$ cat src/rtl/cnt_sched_pkg.sv
// rtl/cnt_sched_pkg.sv - shared types and constants for the counter scheduler
//
// Purpose: FSM state encoding, legal requester-count bounds and default
//          parameter values used by cnt_sched and rr_arbiter.
// Ports:   none (package).
package cnt_sched_pkg;

  typedef enum logic [1:0] {
    IDLE = 2'd0,
    CLR  = 2'd1,
    RUN  = 2'd2,
    DONE = 2'd3
  } state_t;

  localparam int N_MIN       = 2;
  localparam int N_MAX       = 16;
  localparam int N_DEF       = 4;
  localparam int TIMEOUT_DEF = 1024;

endpackage

$ cat src/rtl/cnt_sched_if.sv
// rtl/cnt_sched_if.sv - requester handshake and counter-control bundle
//
// Purpose: groups the per-requester req/gnt/ack lines, the status outputs and
//          the three counter-control lines of cnt_sched into one bundle.
// Ports:   req[N], cnt_end          : into the scheduler
//          gnt[N], ack[N], err, busy,
//          cnt_en, cnt_rst_b        : out of the scheduler
// Modports: slave  - the scheduler itself
//           master - the requesters/counter environment around it
interface cnt_sched_if #(
  parameter int N = 4
);

  logic [N-1:0] req;
  logic [N-1:0] gnt;
  logic [N-1:0] ack;
  logic         err;
  logic         busy;
  logic         cnt_en;
  logic         cnt_rst_b;
  logic         cnt_end;

  modport slave (
    input  req, cnt_end,
    output gnt, ack, err, busy, cnt_en, cnt_rst_b
  );

  modport master (
    output req, cnt_end,
    input  gnt, ack, err, busy, cnt_en, cnt_rst_b
  );

endinterface

$ cat src/rtl/cnt_sched_rr_arbiter.sv
// rtl/cnt_sched_rr_arbiter.sv - round-robin arbiter with internal priority pointer
//
// Purpose: picks the first requesting index at or after the priority pointer,
//          wrapping to 0; on strobe the pointer moves to winner+1 (mod N).
// Ports:   clk, rst    : clock, synchronous active-high reset (pointer -> 0)
//          req[N]      : request vector
//          strobe      : a grant is being taken this cycle
//          winner[N]   : one-hot winner, combinational (0 when req is 0)
module rr_arbiter
  import cnt_sched_pkg::*;
#(
  parameter int N = N_DEF
) (
  input  logic         clk,
  input  logic         rst,
  input  logic [N-1:0] req,
  input  logic         strobe,
  output logic [N-1:0] winner
);

  localparam int PTR_W = (N > 1) ? $clog2(N) : 1;
  localparam int SUM_W = PTR_W + 1;

  logic [PTR_W-1:0] ptr;
  logic [PTR_W-1:0] win_idx;
  logic [SUM_W-1:0] sum;
  logic [PTR_W-1:0] idx;

  // Scan offsets from the highest down to 0 so the smallest offset from the
  // pointer is the last to write, i.e. the one that wins.
  always_comb begin
    winner  = '0;
    win_idx = '0;
    sum     = '0;
    idx     = '0;
    for (int i = N - 1; i >= 0; i--) begin
      sum = {1'b0, ptr} + SUM_W'(i);
      if (sum >= SUM_W'(N)) begin
        sum = sum - SUM_W'(N);
      end
      idx = sum[PTR_W-1:0];
      if (req[idx]) begin
        winner      = '0;
        winner[idx] = 1'b1;
        win_idx     = idx;
      end
    end
  end

  always_ff @(posedge clk) begin
    if (rst) begin
      ptr <= '0;
    end else if (strobe && (req != '0)) begin
      ptr <= (win_idx == PTR_W'(N - 1)) ? '0 : win_idx + 1'b1;
    end
  end

endmodule

$ cat src/rtl/cnt_sched.sv
// rtl/cnt_sched.sv - round-robin scheduler owning one shared end-detecting counter
//
// Purpose: grants the shared counter to one requester at a time, pulses the
//          counter reset for one cycle, holds cnt_en for the run and returns
//          a one-hot ack when cnt_end is seen.
// Ports:   clk          : clock, rising edge
//          rst          : synchronous active-high reset
//          bus (slave)  : req/gnt/ack/err/busy and cnt_en/cnt_rst_b/cnt_end
// Config:  CNT_SCHED_WATCHDOG_EN - when defined, a RUN lasting TIMEOUT cycles
//          without cnt_end is aborted with err pulsed alongside ack.
module cnt_sched
  import cnt_sched_pkg::*;
#(
  parameter int N       = N_DEF,
  parameter int TIMEOUT = TIMEOUT_DEF
) (
  input  logic         clk,
  input  logic         rst,
  cnt_sched_if.slave   bus
);

  // An out-of-range configuration shows up as this named block in the
  // elaborated hierarchy.
  if ((N < N_MIN) || (N > N_MAX) || (TIMEOUT < 1)) begin : g_illegal_params
  end

  state_t       state;
  logic [N-1:0] gnt_q;
  logic [N-1:0] ack_q;
  logic         err_q;
  logic         busy_q;
  logic         cnt_en_q;
  logic         cnt_rst_b_q;
  logic [N-1:0] winner;
  logic         grant_now;

  assign grant_now = (state == IDLE) && (bus.req != '0);

  rr_arbiter #(.N(N)) u_arb (
    .clk    (clk),
    .rst    (rst),
    .req    (bus.req),
    .strobe (grant_now),
    .winner (winner)
  );

`ifdef CNT_SCHED_WATCHDOG_EN
  localparam int WD_W = $clog2(TIMEOUT + 1);
  logic [WD_W-1:0] wd_cnt;
  logic            wd_expire;

  // This RUN cycle would bring the count to TIMEOUT.
  assign wd_expire = (wd_cnt == WD_W'(TIMEOUT - 1));
`endif

  always_ff @(posedge clk) begin
    if (rst) begin
      state       <= IDLE;
      gnt_q       <= '0;
      ack_q       <= '0;
      err_q       <= 1'b0;
      busy_q      <= 1'b0;
      cnt_en_q    <= 1'b0;
      cnt_rst_b_q <= 1'b0;
`ifdef CNT_SCHED_WATCHDOG_EN
      wd_cnt      <= '0;
`endif
    end else begin
      ack_q       <= '0;
      err_q       <= 1'b0;
      cnt_rst_b_q <= 1'b1;
      case (state)
        IDLE: begin
          if (grant_now) begin
            gnt_q       <= winner;
            busy_q      <= 1'b1;
            cnt_rst_b_q <= 1'b0;
            state       <= CLR;
          end
        end
        CLR: begin
          cnt_en_q <= 1'b1;
          state    <= RUN;
`ifdef CNT_SCHED_WATCHDOG_EN
          wd_cnt   <= '0;
`endif
        end
        RUN: begin
`ifdef CNT_SCHED_WATCHDOG_EN
          // cnt_end takes precedence over a coincident expiry.
          if (bus.cnt_end || wd_expire) begin
            cnt_en_q <= 1'b0;
            ack_q    <= gnt_q;
            err_q    <= ~bus.cnt_end;
            gnt_q    <= '0;
            state    <= DONE;
          end else begin
            wd_cnt   <= wd_cnt + 1'b1;
          end
`else
          if (bus.cnt_end) begin
            cnt_en_q <= 1'b0;
            ack_q    <= gnt_q;
            gnt_q    <= '0;
            state    <= DONE;
          end
`endif
        end
        DONE: begin
          busy_q <= 1'b0;
          state  <= IDLE;
        end
        default: state <= IDLE;
      endcase
    end
  end

  assign bus.gnt       = gnt_q;
  assign bus.ack       = ack_q;
  assign bus.err       = err_q;
  assign bus.busy      = busy_q;
  assign bus.cnt_en    = cnt_en_q;
  assign bus.cnt_rst_b = cnt_rst_b_q;

endmodule
$ cat src/flat_wrapper.sv
// flat-port wrapper written by rule: the top's interface ports become plain ports
module cnt_sched_flat import cnt_sched_pkg::*;
#(
  parameter int N       = N_DEF,
  parameter int TIMEOUT = TIMEOUT_DEF
)
  (clk, rst, bus_req, bus_cnt_end, bus_gnt, bus_ack, bus_err, bus_busy, bus_cnt_en, bus_cnt_rst_b);
  cnt_sched_if #(.N(N)) bus_i ();
  input  logic clk;
  input  logic rst;
  input wire logic [$bits(bus_i.req)-1:0] bus_req;
  input wire logic [$bits(bus_i.cnt_end)-1:0] bus_cnt_end;
  output wire logic [$bits(bus_i.gnt)-1:0] bus_gnt;
  output wire logic [$bits(bus_i.ack)-1:0] bus_ack;
  output wire logic [$bits(bus_i.err)-1:0] bus_err;
  output wire logic [$bits(bus_i.busy)-1:0] bus_busy;
  output wire logic [$bits(bus_i.cnt_en)-1:0] bus_cnt_en;
  output wire logic [$bits(bus_i.cnt_rst_b)-1:0] bus_cnt_rst_b;
  assign bus_i.req = bus_req;
  assign bus_i.cnt_end = bus_cnt_end;
  assign bus_gnt = bus_i.gnt;
  assign bus_ack = bus_i.ack;
  assign bus_err = bus_i.err;
  assign bus_busy = bus_i.busy;
  assign bus_cnt_en = bus_i.cnt_en;
  assign bus_cnt_rst_b = bus_i.cnt_rst_b;
  cnt_sched #(.N(N), .TIMEOUT(TIMEOUT)) u_core (.clk(clk), .rst(rst), .bus(bus_i));
endmodule
$ cat config.mk
export PLATFORM = sky130hd
export DESIGN_NAME = cnt_sched_flat
export DESIGN_NICKNAME = d
export VERILOG_FILES = /design/src/rtl/cnt_sched_pkg.sv /design/src/rtl/cnt_sched_if.sv /design/src/rtl/cnt_sched_rr_arbiter.sv /design/src/rtl/cnt_sched.sv /design/src/flat_wrapper.sv
export SDC_FILE = /design/constraint.sdc
export NUM_CORES = 1
export LEC_CHECK = 0
export BUFFER_PORTS_ARGS = -buffer_cell sky130_fd_sc_hd__clkbuf_2
export CORE_UTILIZATION = 45
export CTS_BUF_LIST = sky130_fd_sc_hd__clkbuf_4
export DETAILED_ROUTE_END_ITERATION = 12
export PLACE_DENSITY = 0.66
export SYNTH_ARGS = -nofsm -noshare
export SYNTH_HDL_FRONTEND = slang
export SYNTH_SLANG_ARGS = --single-unit
$ cat constraint.sdc
create_clock -name clk -period 4.35 [get_ports clk]
set_clock_uncertainty 0.15 [all_clocks]
set_input_delay 0.435 -clock clk [delete_from_list [all_inputs] [get_ports clk]]
set_output_delay 0.435 -clock clk [all_outputs]
set_load 0.02 [all_outputs]
Yosys cells after proc, flatten, opt, wreduce, memory -nomap -nowiden
Cells that the tools add are included.
W data, S select, Z words.
Word-level totals
  input port bits: 7
  word-level logic and storage cells: 92
  register bits after elaboration: 15
  output and inout port bits: 12
Cells by class
  bitwise operators: 2
  magnitude comparators: 12
  add/sub/neg operators: 8
  eq/ne operators: 6
  reduce and logical (&&, ||, !) cells: 16
  multiplexer cells: 41
Operator list (count)
  $mux W4: 6
  $mux W2: 11
  $lt A2 B3 Y1 const B: 4
  $mux W1: 12
  $ge A3 B3 Y1 const B: 3
  $bmux W1 S2: 4
  $demux W1 S2: 4
  $ge A2 B1 Y1 const B: 4
  $pmux W2 S4: 1
  $pmux W4 S2: 1
  $sub A2 B1 Y2 const B: 4
  $add A2 B2 Y3 const B: 2
  $eq A2 B2 Y1 const B: 3
  $logic_and A1 B1 Y1: 6
  $reduce_and A2 Y1: 3
  $reduce_bool A2 Y1: 3
  $ne A2 B2 Y1 const B: 2
  $pmux W1 S2: 2
  $reduce_bool A4 Y1: 1
  $add A2 B1 Y3 const B: 1
  $ge A2 B3 Y1 const B: 1
  $reduce_and A3 Y1: 1
  $reduce_or A3 Y1: 1
  $add A2 B1 Y2 const B: 1
  3 further kinds: 4

Depth between registers and ports, before layout
Gate-level depths: netlist of run 1.
  depth after elaboration: 13
  depth in mapped cells: 9
  gate-level depth less buffers: 7

Hierarchy
A second synthesis of run 1 with hierarchy kept.
Second synthesis, totals
  cells, all modules: 123
  area total of the unflattened synthesis: 1189.9 um^2
By module, submodules not included
  cnt_sched: times used 1, cells an instance 63, area each 629.4 um^2, seq. area each 260.2 um^2
  rr_arbiter: times used 1, cells an instance 60, area each 560.5 um^2, seq. area each 40.0 um^2

Worst setup path after synthesis of run 1
No wires, ideal clock.
  path type: reg2reg
  from: register u_core.u_arb.ptr[0]
  to: register u_core.u_arb.ptr[1]
  path buffers: 2
  stages on the path, launching flop included: 9
  setup slack: 1.944 ns
  required time: 4.097 ns
  period minus slack after synthesis: 2.406 ns
  arrival time: 2.153 ns
  setup time: 0.103 ns
  cell sequence: dfxtp_1 > buf_6 > inv_1 > ha_1 > buf_4 > mux4_2 > o21bai_4 > a22o_1 > a2111oi_2
Between the ends
  cells in the longest elaborated chain, start to end: 11
  elaborated cells on any way between the ends: 30
  those cells by class: 8 x add/sub; 4 x order compare; 1 x eq/ne; 17 x mux
RTL lines
  from (decl): RTL line cnt_sched_rr_arbiter.sv:24  | logic [PTR_W-1:0] ptr;
  from (signal assigned): RTL line cnt_sched_rr_arbiter.sv:54  | ptr <= (win_idx == PTR_W'(N - 1)) ? '0 : win_idx + 1'b1;
  $add A2 B2 Y3: RTL line cnt_sched_rr_arbiter.sv:37  | sum = {1'b0, ptr} + SUM_W'(i);
  $ge A3 B3 Y1 or $sub A2 B1 Y2 (tied branches): RTL line cnt_sched_rr_arbiter.sv:38, cnt_sched_rr_arbiter.sv:39
  $mux W2: RTL line cnt_sched_rr_arbiter.sv:38  | if (sum >= SUM_W'(N)) begin
  $bmux W1 S2: RTL line cnt_sched_rr_arbiter.sv:42  | if (req[idx]) begin
  $mux W1 (not written as such): RTL line cnt_sched_rr_arbiter.sv:42
  $mux W2 (3 in a row): RTL line cnt_sched_rr_arbiter.sv:42
  $mux W2 (*): RTL line cnt_sched_rr_arbiter.sv:42
  $add A2 B1 Y2 or $eq A2 B2 Y1 (tied branches): RTL line cnt_sched_rr_arbiter.sv:54
  $mux W2 (*): RTL line cnt_sched_rr_arbiter.sv:54
Mark *: on every way between the ends. The rest lies on a longest branch, timed or not. The select of a mux whose other input is x is not followed.
A chain may end at the register's enable or synchronous reset.

Final worst setup path of run 1
Ends and elaborated chain as after synthesis.

==> results of run 1 <==
kinds of logic (layout without fill, tap and decap cells):
family	after synthesis	count (layout)	synth area share, %
flip-flops	15	15	28.0
AO/OA/AOI/OAI	36	36	21.1
AND/OR/NAND/NOR	41	41	18.3
multiplexers	8	8	11.9
adder cells (fa/ha/maj)	13	13	15.2
other	1	1	0.349
buffers and inverters	11	28	5.24
sequential cells by signal, indices dropped and copies added (netlist names):
signal / cells
u_core.bus.cnt_en: 1
u_core.u_arb.ptr: 2
u_core.bus.busy: 1
u_core.bus.gnt: 4
u_core.bus.cnt_rst_b: 1
u_core.state: 2
u_core.bus.ack: 4
power by group through the flow:
stage	sequential [mW]	clock [mW]	combinational, mW
after CTS	0.232	0.0842	0.442
after global placement	0.232	0	0.427
after floorplan	0.255	0	0.326
after detailed placement	0.235	0	0.439
final	0.231	0.0838	0.441
after global routing	0.240	0.0951	0.497
path summary, 6_finish.rpt:
check | end | slack (ps) | from
min reg2reg | u_core.bus.gnt[1] | 320 | u_core.bus.gnt[1]
min | u_core.u_arb.ptr[1] | 320 | rst
max reg2reg | u_core.u_arb.ptr[1] | 1510 | u_core.u_arb.ptr[0]
max | u_core.u_arb.ptr[1] | 1510 | u_core.u_arb.ptr[0]
stage by stage:
step	total power, mW	instance area [sq um]	utilization, %	instances
final	0.756	1190	53.4	170
after global routing	0.832	1190	53.4	170
after CTS	0.758	1190	53.4	170
after detailed placement	0.674	1160	52.1	166
after global placement	0.659	1160	52.1	166
after floorplan	0.580	1070	-	125
layer usage:
layer	share of wire [%]	GRT usage, %
met5	0	0
met1	46	21.6
met3	4.0	2.98
met4	0.94	6.94
met2	49	33.1
placed cells by master, fill, tap and decap left out:
master and count:
a2111oi_2 1, a211oi_1 1, a21oi_1 13, a222oi_1 1, a22o_1 1, a311oi_1 2
and2_1 4, and3b_1 1, clkbuf_2 17, clkbuf_4 4, conb_1 1, dfxtp_1 15
ha_1 13, inv_1 7, mux2_2 2, mux2i_1 2, mux2i_2 1, mux4_1 1
mux4_2 2, nand2_1 12, nand2b_1 1, nand3b_1 2, nor2_1 14, nor2b_1 2
nor3_1 2, nor3b_1 2, nor4_1 1, o21ai_0 14, o21ai_1 1, o21bai_4 1
o32ai_1 1
final cells by class:
| cell class | instances | area (sq um) | area share [%] |
|---|---|---|---|
| well taps | 28 | 35.0 | 2.94 |
| inverters | 7 | 26.3 | 2.20 |
| multi-input cells | 99 | 717 | 60.1 |
| repair buffers | 17 | 85.1 | 7.13 |
| clock buffers | 4 | 30.0 | 2.52 |
| flip-flops and latches | 15 | 300 | 25.2 |
==> key figures, run 1 <==
Run status
  • Status: finished, final reports clean

GRT
  • Vias in the first global route: 848
  • Initial antenna violation count: 0
  • Grt total ovfl: 0
  • GRT Total Usage: 18.4%
  • First-pass GRT wire length: 3.61 mm
  • Pin count of the biggest net entering global routing: 16

Synthesis
  • Yosys reg bits: 15
  • Top FF cell, synth: dfxtp_1
  • Sequential area share after synthesis: 28.0%
  • Most common cell in the netlist: dfxtp_1
  • Largest cells by area after synthesis: dfxtp_1 (28%), ha_1 (15%), o21ai_0 (6.5%)
  • Syn Nets: 145
  • Synth top cells by count: dfxtp_1 (15), nor2_1 (14), o21ai_0 (14)
  • Synth Cell Area: 1070 sq um
  • Area share of the largest cell type after synthesis: 28.0%
  • Ys Warns: 0
  • Asr flop ratio synth: 0%
  • Yosys cell types: 32
  • Syn Inst Count: 125
  • Post-Syn Area per Cell: 8.59 sq um
  • EDFF count, synth: 0
  • Cell taking the most area after synthesis: dfxtp_1

Clock tree
  • Hold-fix buffers, CTS: 0
  • Post-CTS Setup Bufs: 0
  • Clock Path Buffers: 2
  • Worst-Skew Late Latency: 270 ps
  • CTS clk-pin slew, worst paths: 90 ps
  • H-tree levels: 1
  • Cts repair resizes: 0
  • CTS root buf: clkbuf_4
  • TritonCTS clock tree: yes
  • CTS Sinks: 15
  • Total CTS buffers: 3

Cells and area
  • Final Net Count: 163
  • P&R area growth vs syn: 11.2%
  • Share of cells above drive strength 1: 19.7%
  • N_diodes: 0
  • Fillers: 205

Placed design
  • Gpl congestion: 0.754
  • Number of buffers added on ports: 17
  • HPWL Detailed: 1.68 mm
  • Setup slack after placement: 1540 ps

Timing
  • Setup TNS: 0 ps
  • Tightest Pin Transition: 650 ps
  • Fmax: 352 MHz
  • Post-route minimum period: 2840 ps
  • Max-slew headroom: 56.2%
  • Period utilisation layout: 65.4%
  • Final Hold Viols: 0
  • Fin Hold WS: 323 ps
  • Final Setup Violations: 0
  • Slew Viols, Final: 0
  • RSZ-0062 raised after global routing: no
  • Final WS setup: 1510 ps

Pwr
  • Flop pwr share: 30.6%
  • Comb power frac: 58.3%
  • Sw Ratio: 46.9%
  • Leak Pwr: 0.523 nW
  • Psw: 354 uW
  • Clock power frac: 11.1%
  • P_int: 401 uW
  • Power Density: 633 nW/um^2
  • Worst VDD drop: 0.287 mV

Critical path
  • Critical path arrival: 2870 ps
  • Worst path max stage delay: 690 ps
  • Worst path required time: 4380 ps
  • Largest fanout on the critical path: 15
  • Critical path launch point type: flop
  • Slowest CP cell: dfxtp_1
  • Buf/Inv on CP: 1
  • Crit path capture type: flop
  • Crit-path cells: inv_1, ha_1, mux4_2, o21ai_1, a222oi_1, a2111oi_2
  • FF-to-FF path depth: 6
  • CP delay by family, top: compound AO/OA/AOI/OAI gates
  • CP Class: flop to flop
  • WP depth: 6

Hold path
  • Worst min-delay path class: primary input to flop
  • Hold depth: 2

Route
  • Via-to-Cell Ratio: 5.45
  • Final WL: 2.12 mm
  • Routed len/inst: 12.5 um
  • Initial DRC Count: 20
  • Vias: 926
  • Antenna Violating Nets Remaining: 0
  • # DRC: 0
  • Pre-Repair DR Iteration Count: 4

Floorplan
  • Die Ht: 50.8 um
  • Core Box Area: 2230 sq um
  • Ports: 19
  • Initial Util: 48.1%
  • Die Span X: 50.8 um
  • Die Area: 2580 sq um
  • Num rows: 17

Flow run
  • Max cap viols: 0
(Power assumes the default switching activity.)
==> inputs of run 2 (changes only) <==
- clock period: 4.35 -> 2.66 ns (I/O delays scaled with it)
==> key figures, run 2 (synthesis results as in run 1) <==
Run status
  • Status: finished, final reports clean (unchanged)

Critical path
  • CP delay by family, top: compound AO/OA/AOI/OAI gates (unchanged)
  • CP Class: flop to flop (unchanged)
  • Crit-path cells: inv_1, ha_1, mux4_2, o21bai_4, a22o_1, a2111oi_2 (was inv_1, ha_1, mux4_2, o21ai_1, a222oi_1, a2111oi_2)
  • Reg2reg start: u_core.u_arb.ptr[1] (was u_core.u_arb.ptr[0])
  • Critical Path Source: u_core.u_arb.ptr[1] (was u_core.u_arb.ptr[0])
  • Reg-to-reg endpoint: u_core.u_arb.ptr[1] (unchanged)
  • Capture point of the critical path: u_core.u_arb.ptr[1] (unchanged)
  • Critical path launch point type: flop (unchanged)
  • Worst path max stage delay: 440 ps (was 690 ps)
  • Flop2flop setup slack: 360 ps (was 1510 ps)
  • Critical path arrival: 2330 ps (was 2870 ps)
  • Slowest CP cell: mux4_2 (was dfxtp_1)
  • Buf/Inv on CP: 1 (unchanged)
  • Worst path required time: 2690 ps (was 4380 ps)
  • FF-to-FF path depth: 6 (unchanged)
  • WP depth: 6 (unchanged)
  • Largest fanout on the critical path: 10 (was 15)
  • Crit path capture type: flop (unchanged)

Clock tree
  • Hold-fix buffers, CTS: 0 (unchanged)
  • CTS clk-pin slew, worst paths: 100 ps (was 90 ps)
  • Total CTS buffers: 3 (unchanged)
  • Cts repair resizes: 0 (unchanged)
  • Worst-Skew Late Latency: 280 ps (was 270 ps)
  • H-tree levels: 1 (unchanged)
  • CTS root buf: clkbuf_4 (unchanged)
  • Clock Path Buffers: 2 (unchanged)
  • CTS Sinks: 15 (unchanged)
  • Post-CTS Setup Bufs: 0 (unchanged)
  • TritonCTS clock tree: yes (unchanged)

Floorplan
  • Num rows: 17 (unchanged)
  • Die Area: 2580 sq um (unchanged)
  • Ports: 19 (unchanged)
  • Die Span X: 50.8 um (unchanged)
  • Initial Util: 48.1% (unchanged)
  • Core Box Area: 2230 sq um (unchanged)
  • Die Ht: 50.8 um (unchanged)

Pwr
  • Leak Pwr: 0.534 nW (was 0.523 nW)
  • Worst VDD drop: 0.462 mV (was 0.287 mV)
  • PnR Total Power: 1.25 mW (was 756 uW)
  • Power Density: 1040 nW/um^2 (was 633 nW/um^2)

Cells and area
  • Fillers: 211 (was 205)
  • Layout Utilization: 54.1% (was 53.4%)
  • Finished Cell Area: 1210 sq um (was 1190 sq um)
  • Commonest non-fill, non-tap cell in the layout: clkbuf_2 (unchanged)
  • Most frequent cells in the layout: clkbuf_2 (17), dfxtp_1 (15), nor2_1 (14), o21ai_0 (14) (unchanged)
  • Share of cells above drive strength 1: 20.8% (was 19.7%)
  • Final Net Count: 165 (was 163)
  • Non-Filler Instances: 172 (was 170)
  • Storage element area: 300 sq um (unchanged)
  • P&R area growth vs syn: 12.6% (was 11.2%)
  • N_diodes: 0 (unchanged)
  • Footprint of the multi-input gates: 717 sq um (unchanged)

Route
  • Initial DRC Count: 9 (was 20)
  • Routed len/inst: 12.3 um (was 12.5 um)
  • Antenna Violating Nets Remaining: 0 (unchanged)
  • Vias: 931 (was 926)
  • Final WL: 2.12 mm (about the same)
  • # DRC: 0 (unchanged)
  • Pre-Repair DR Iteration Count: 4 (unchanged)
  • Via-to-Cell Ratio: 5.41 (was 5.45)

GRT
  • Pin count of the biggest net entering global routing: 15 (was 16)
  • Initial antenna violation count: 0 (unchanged)
  • GRT Total Usage: 18.8% (was 18.4%)
  • Vias in the first global route: 848 (unchanged)
  • Grt total ovfl: 0 (unchanged)
  • First-pass GRT wire length: 3.70 mm (was 3.61 mm)

Placed design
  • Number of buffers added on ports: 17 (unchanged)
  • Cell Area, Placed: 1180 sq um (was 1160 sq um)
  • Gpl congestion: 0.851 (was 0.754)
  • HPWL Detailed: 1.67 mm (was 1.68 mm)
  • Cells after DPL: 168 (was 166)

Timing
  • Slew Viols, Final: 0 (unchanged)
  • Post-route minimum period: 2300 ps (was 2840 ps)
  • Final Hold Viols: 0 (unchanged)
  • Final Setup Violations: 0 (unchanged)
  • Period utilisation layout: 86.3% (was 65.4%)
  • Setup TNS: 0 ps (unchanged)
  • Fmax: 435 MHz (was 352 MHz)
  • RSZ-0062 raised after global routing: no (unchanged)
  • Max-slew headroom: 57.2% (was 56.2%)
  • Tightest Pin Transition: 636 ps (was 650 ps)

Flow run
  • Max cap viols: 0 (unchanged)

Hold path
  • Worst min-delay path class: primary input to flop (unchanged)
run 2: changes by cell type in the layout (fill, tap and decap cells not counted), sizes merged:
cell  before  now
buf        0    2
run 2: worst min path at each step:
stage	cells after the start	startpoint	end	slack (ps)
5_1_grt	2	rst	u_core.state[0]	160
2_1_floorplan	3	bus_cnt_end	u_core.bus.cnt_en	350
3_5_place_dp	2	u_core.bus.gnt[0]	u_core.bus.gnt[0]	310
3_3_place_gp	2	u_core.bus.gnt[3]	u_core.bus.gnt[3]	310
4_1_cts	2	rst	u_core.u_arb.ptr[1]	140
6_report	2	rst	u_core.u_arb.ptr[1]	140
run 2: routing by layer:
layer / track usage [%] / routed length, um / share of wire [%] / up-vias
met5: 0 / 0 / 0 / -
met4: 8.33 / 20 / 0.94 / 0
met3: 3.87 / 88 / 4.1 / 2
met2: 31.6 / 1030 / 48 / 24
met1: 23.0 / 986 / 46 / 420
li1: - / - / - / 485
run 2: power breakdown:
group / switching (mW) / internal [mW] / leakage, nW
Combinational: 0.467 / 0.303 / 0.392
Clock: 0.0698 / 0.0682 / 0.0184
Sequential: 0.0466 / 0.297 / 0.123
run 2: metrics by stage:
step / hold slack (ps) / worst slack, ps
6_report: 144 / 363
5_1_grt: 158 / 148
4_1_cts: 142 / 368
3_5_place_dp: 314 / 398
3_3_place_gp: 310 / 462
2_1_floorplan: 349 / 254
run 2: cell type report:
class / instances / area share (%)
multi-input combinational: 99 / 59.3
inverter: 7 / 2.17
clock buffer: 4 / 2.48
tap: 28 / 2.90
sequential: 15 / 24.8
timing repair buffer: 19 / 8.28
==> inputs of run 3 (changes only) <==
- CORE_ASPECT_RATIO: not set -> 0.5
- SLEW_MARGIN: not set -> 40
- SYNTH_HIERARCHICAL: not set -> 1
==> key figures, run 3 <==
Synthesis
  • Post-Syn Area per Cell: 9.67 sq um (was 8.59 sq um)
  • Syn Nets: 144 (was 145)
  • Asr flop ratio synth: 0% (unchanged)
  • Area share of the largest cell type after synthesis: 25.2% (was 28.0%)
  • Synth Cell Area: 1190 sq um (was 1070 sq um)
  • Ys Warns: 6 (was 0)
  • Cell taking the most area after synthesis: dfxtp_1 (unchanged)
  • Yosys cell types: 39 (was 32)
  • Sequential area share after synthesis: 25.2% (was 28.0%)
  • Synth top cells by count: dfxtp_1 (15), ha_1 (14), nor2_1 (12) (was dfxtp_1 (15), nor2_1 (14), o21ai_0 (14))
  • Syn Inst Count: 123 (was 125)
  • Yosys reg bits: 15 (unchanged)
  • Top FF cell, synth: dfxtp_1 (unchanged)
  • EDFF count, synth: 0 (unchanged)
  • Largest cells by area after synthesis: dfxtp_1 (25%), ha_1 (15%), mux2i_1 (5.9%) (was dfxtp_1 (28%), ha_1 (15%), o21ai_0 (6.5%))
  • Most common cell in the netlist: dfxtp_1 (unchanged)

Timing
  • Fin Hold WS: 188 ps (was 144 ps)
  • Setup TNS: 0 ps (unchanged)
  • Slew Viols, Final: 0 (unchanged)
  • Max-slew headroom: 63.9% (was 57.2%)
  • RSZ-0062 raised after global routing: no (unchanged)
  • Post-route minimum period: 2390 ps (was 2300 ps)
  • Final WS setup: 267 ps (was 363 ps)
  • Period utilisation layout: 90.0% (was 86.3%)
  • Final Setup Violations: 0 (unchanged)
  • Tightest Pin Transition: 534 ps (was 636 ps)
  • Final Hold Viols: 0 (unchanged)
  • Fmax: 418 MHz (was 435 MHz)

Floorplan
  • Die Span X: 74.7 um (was 50.8 um)
  • Die Area: 2870 sq um (was 2580 sq um)
  • Num rows: 12 (was 17)
  • Core Box Area: 2360 sq um (was 2230 sq um)
  • Ports: 19 (unchanged)
  • Die Ht: 38.4 um (was 50.8 um)
  • Initial Util: 50.5% (was 48.1%)

Route
  • Initial DRC Count: 38 (was 9)
  • # DRC: 0 (unchanged)
  • Routed len/inst: 13.3 um (was 12.3 um)
  • Final WL: 2.39 mm (was 2.12 mm)
  • Pre-Repair DR Iteration Count: 4 (unchanged)
  • Via-to-Cell Ratio: 5.32 (was 5.41)
  • Antenna Violating Nets Remaining: 0 (unchanged)
  • Vias: 958 (was 931)

Cells and area
  • Final Net Count: 167 (was 165)
  • P&R area growth vs syn: 14.1% (was 12.6%)
  • Fillers: 224 (was 211)
  • N_diodes: 0 (unchanged)
  • Share of cells above drive strength 1: 29.0% (was 20.8%)
  • Commonest non-fill, non-tap cell in the layout: clkbuf_2 (unchanged)
  • Most frequent cells in the layout: clkbuf_2 (17), dfxtp_1 (15), ha_1 (14) (was clkbuf_2 (17), dfxtp_1 (15), nor2_1 (14), o21ai_0 (14))

GRT
  • Initial antenna violation count: 0 (unchanged)
  • Pin count of the biggest net entering global routing: 17 (was 15)
  • First-pass GRT wire length: 4.15 mm (was 3.70 mm)
  • GRT Total Usage: 20.1% (was 18.8%)
  • Grt total ovfl: 0 (unchanged)
  • Vias in the first global route: 890 (was 848)

Critical path
  • Slowest CP cell: or3b_2 (was mux4_2)
  • CP Class: flop to flop (unchanged)
  • Largest fanout on the critical path: 4 (was 10)
  • CP delay by family, top: compound AO/OA/AOI/OAI gates (unchanged)
  • Critical path arrival: 2460 ps (was 2330 ps)
  • Critical path launch point type: flop (unchanged)
  • Worst path required time: 2730 ps (was 2690 ps)
  • Worst path max stage delay: 480 ps (was 440 ps)
  • Crit-path cells: inv_1, ha_1, or3b_2, a311oi_2, a222oi_1, a21oi_1, nand2_1, mux2i_1 (was inv_1, ha_1, mux4_2, o21bai_4, a22o_1, a2111oi_2)
  • Buf/Inv on CP: 1 (unchanged)
  • Crit path capture type: flop (unchanged)

Pwr
  • PnR Total Power: 1.52 mW (was 1.25 mW)
  • Worst VDD drop: 0.500 mV (was 0.462 mV)
  • Power Density: 1120 nW/um^2 (was 1040 nW/um^2)
  • Flop pwr share: 22.9% (was 27.5%)
  • Leak Pwr: 0.605 nW (was 0.534 nW)
  • Clock power frac: 8.7% (was 11.0%)
  • Sw Ratio: 45.9% (was 46.6%)
  • Comb power frac: 68.5% (was 61.5%)
  • P_int: 826 uW (was 669 uW)
  • Psw: 699 uW (was 583 uW)

Clock tree
  • CTS Sinks: 15 (unchanged)
  • CTS clk-pin slew, worst paths: 100 ps (about the same)
  • CTS root buf: clkbuf_4 (unchanged)
  • TritonCTS clock tree: yes (unchanged)
  • Clock Path Buffers: 2 (unchanged)
  • Post-CTS Setup Bufs: 0 (unchanged)
  • Hold-fix buffers, CTS: 0 (unchanged)
  • Worst-Skew Late Latency: 290 ps (was 280 ps)
  • Total CTS buffers: 3 (unchanged)
  • Cts repair resizes: 0 (unchanged)
  • H-tree levels: 1 (unchanged)

Placed design
  • HPWL Detailed: 1.75 mm (was 1.67 mm)
  • Setup slack after placement: 315 ps (was 398 ps)
  • Gpl congestion: 0.781 (was 0.851)
  • Number of buffers added on ports: 17 (unchanged)

Run status
  • Status: finished, final reports clean (unchanged)

Flow run
  • Max cap viols: 0 (unchanged)

Hold path
  • Worst min-delay path class: primary input to flop (unchanged)
==> run 3: cell types whose count changed after synthesis, moves of 3 or more <==
cell | previous run | this run
a21oi_1 | 13 | 8
a222oi_1 | 1 | 4
inv_1 | 7 | 4
mux2i_1 | 2 | 7
nand2_1 | 12 | 6
nand2b_1 | 1 | 7
o21ai_0 | 14 | 0
==> run 3: tightest hold or removal path, cell delays in order <==
cell and delay (ps):
clkbuf_2 100, mux2_2 150, a211oi_1 70
==> run 3: final timing paths <==
kind         cells past startpoint  slack (ps)                 from                end
max                              8         270  u_core/u_arb/ptr[1]  u_core/bus.gnt[1]
min                              3         190          bus_cnt_end  u_core/bus.cnt_en
max reg2reg                      8         270  u_core/u_arb/ptr[1]  u_core/bus.gnt[1]
min reg2reg                      1         340    u_core/bus.gnt[1]  u_core/bus.ack[1]
==> run 3: power by group through the flow <==
stage                     registers (mW)  logic, mW  clock network [mW]
after global placement             0.355       1.03                   0
final                              0.349       1.04               0.132
after global routing               0.359       1.16               0.153
after floorplan                    0.424      0.711                   0
after detailed placement           0.355       1.03                   0
after CTS                          0.349       1.04               0.139
==> run 3: area by class of cell <==
type                            instances  area, sq um  area share (%)
Multi-Input combinational cell        100          848            62.5
Clock buffer                            3         22.5            1.66
Clock inverter                          1         5.00           0.369
Inverter                                4         15.0            1.11
Sequential cell                        15          300            22.1
Tap cell                               35         43.8            3.23
Timing Repair Buffer                   22          123            9.03
==> run 3: routing by layer <==
metal / GRT usage, % / vias to the layer above / share of wire (%)
met1: 28.4 / 440 / 55
met4: 4.25 / 0 / 0.46
li1: - / 498 / -
met2: 30.4 / 18 / 39
met5: 0 / - / 0
met3: 5.53 / 2 / 5.1
==> run 3: through the flow <==
step,area (sq um),util [%],cells
5_1_grt,1360,57.6,180
2_1_floorplan,1190,-,123
4_1_cts,1360,57.6,180
3_3_place_gp,1330,56.4,176
3_5_place_dp,1330,56.4,176
6_report,1360,57.6,180
==> run 3: cells by family (layout without fill, tap and decap cells) <==
| family | Yosys count | count (layout) | synth area share [%] |
|---|---|---|---|
| DFF | 15 | 15 | 25.2 |
| buffers and inverters | 8 | 30 | 3.47 |
| other | 1 | 1 | 0.315 |
| adders and majority gates | 14 | 14 | 14.7 |
| and+or+nand+nor | 45 | 45 | 22.8 |
| AOI/OAI and AO/OA | 26 | 26 | 17.8 |
| muxes | 14 | 14 | 15.7 |
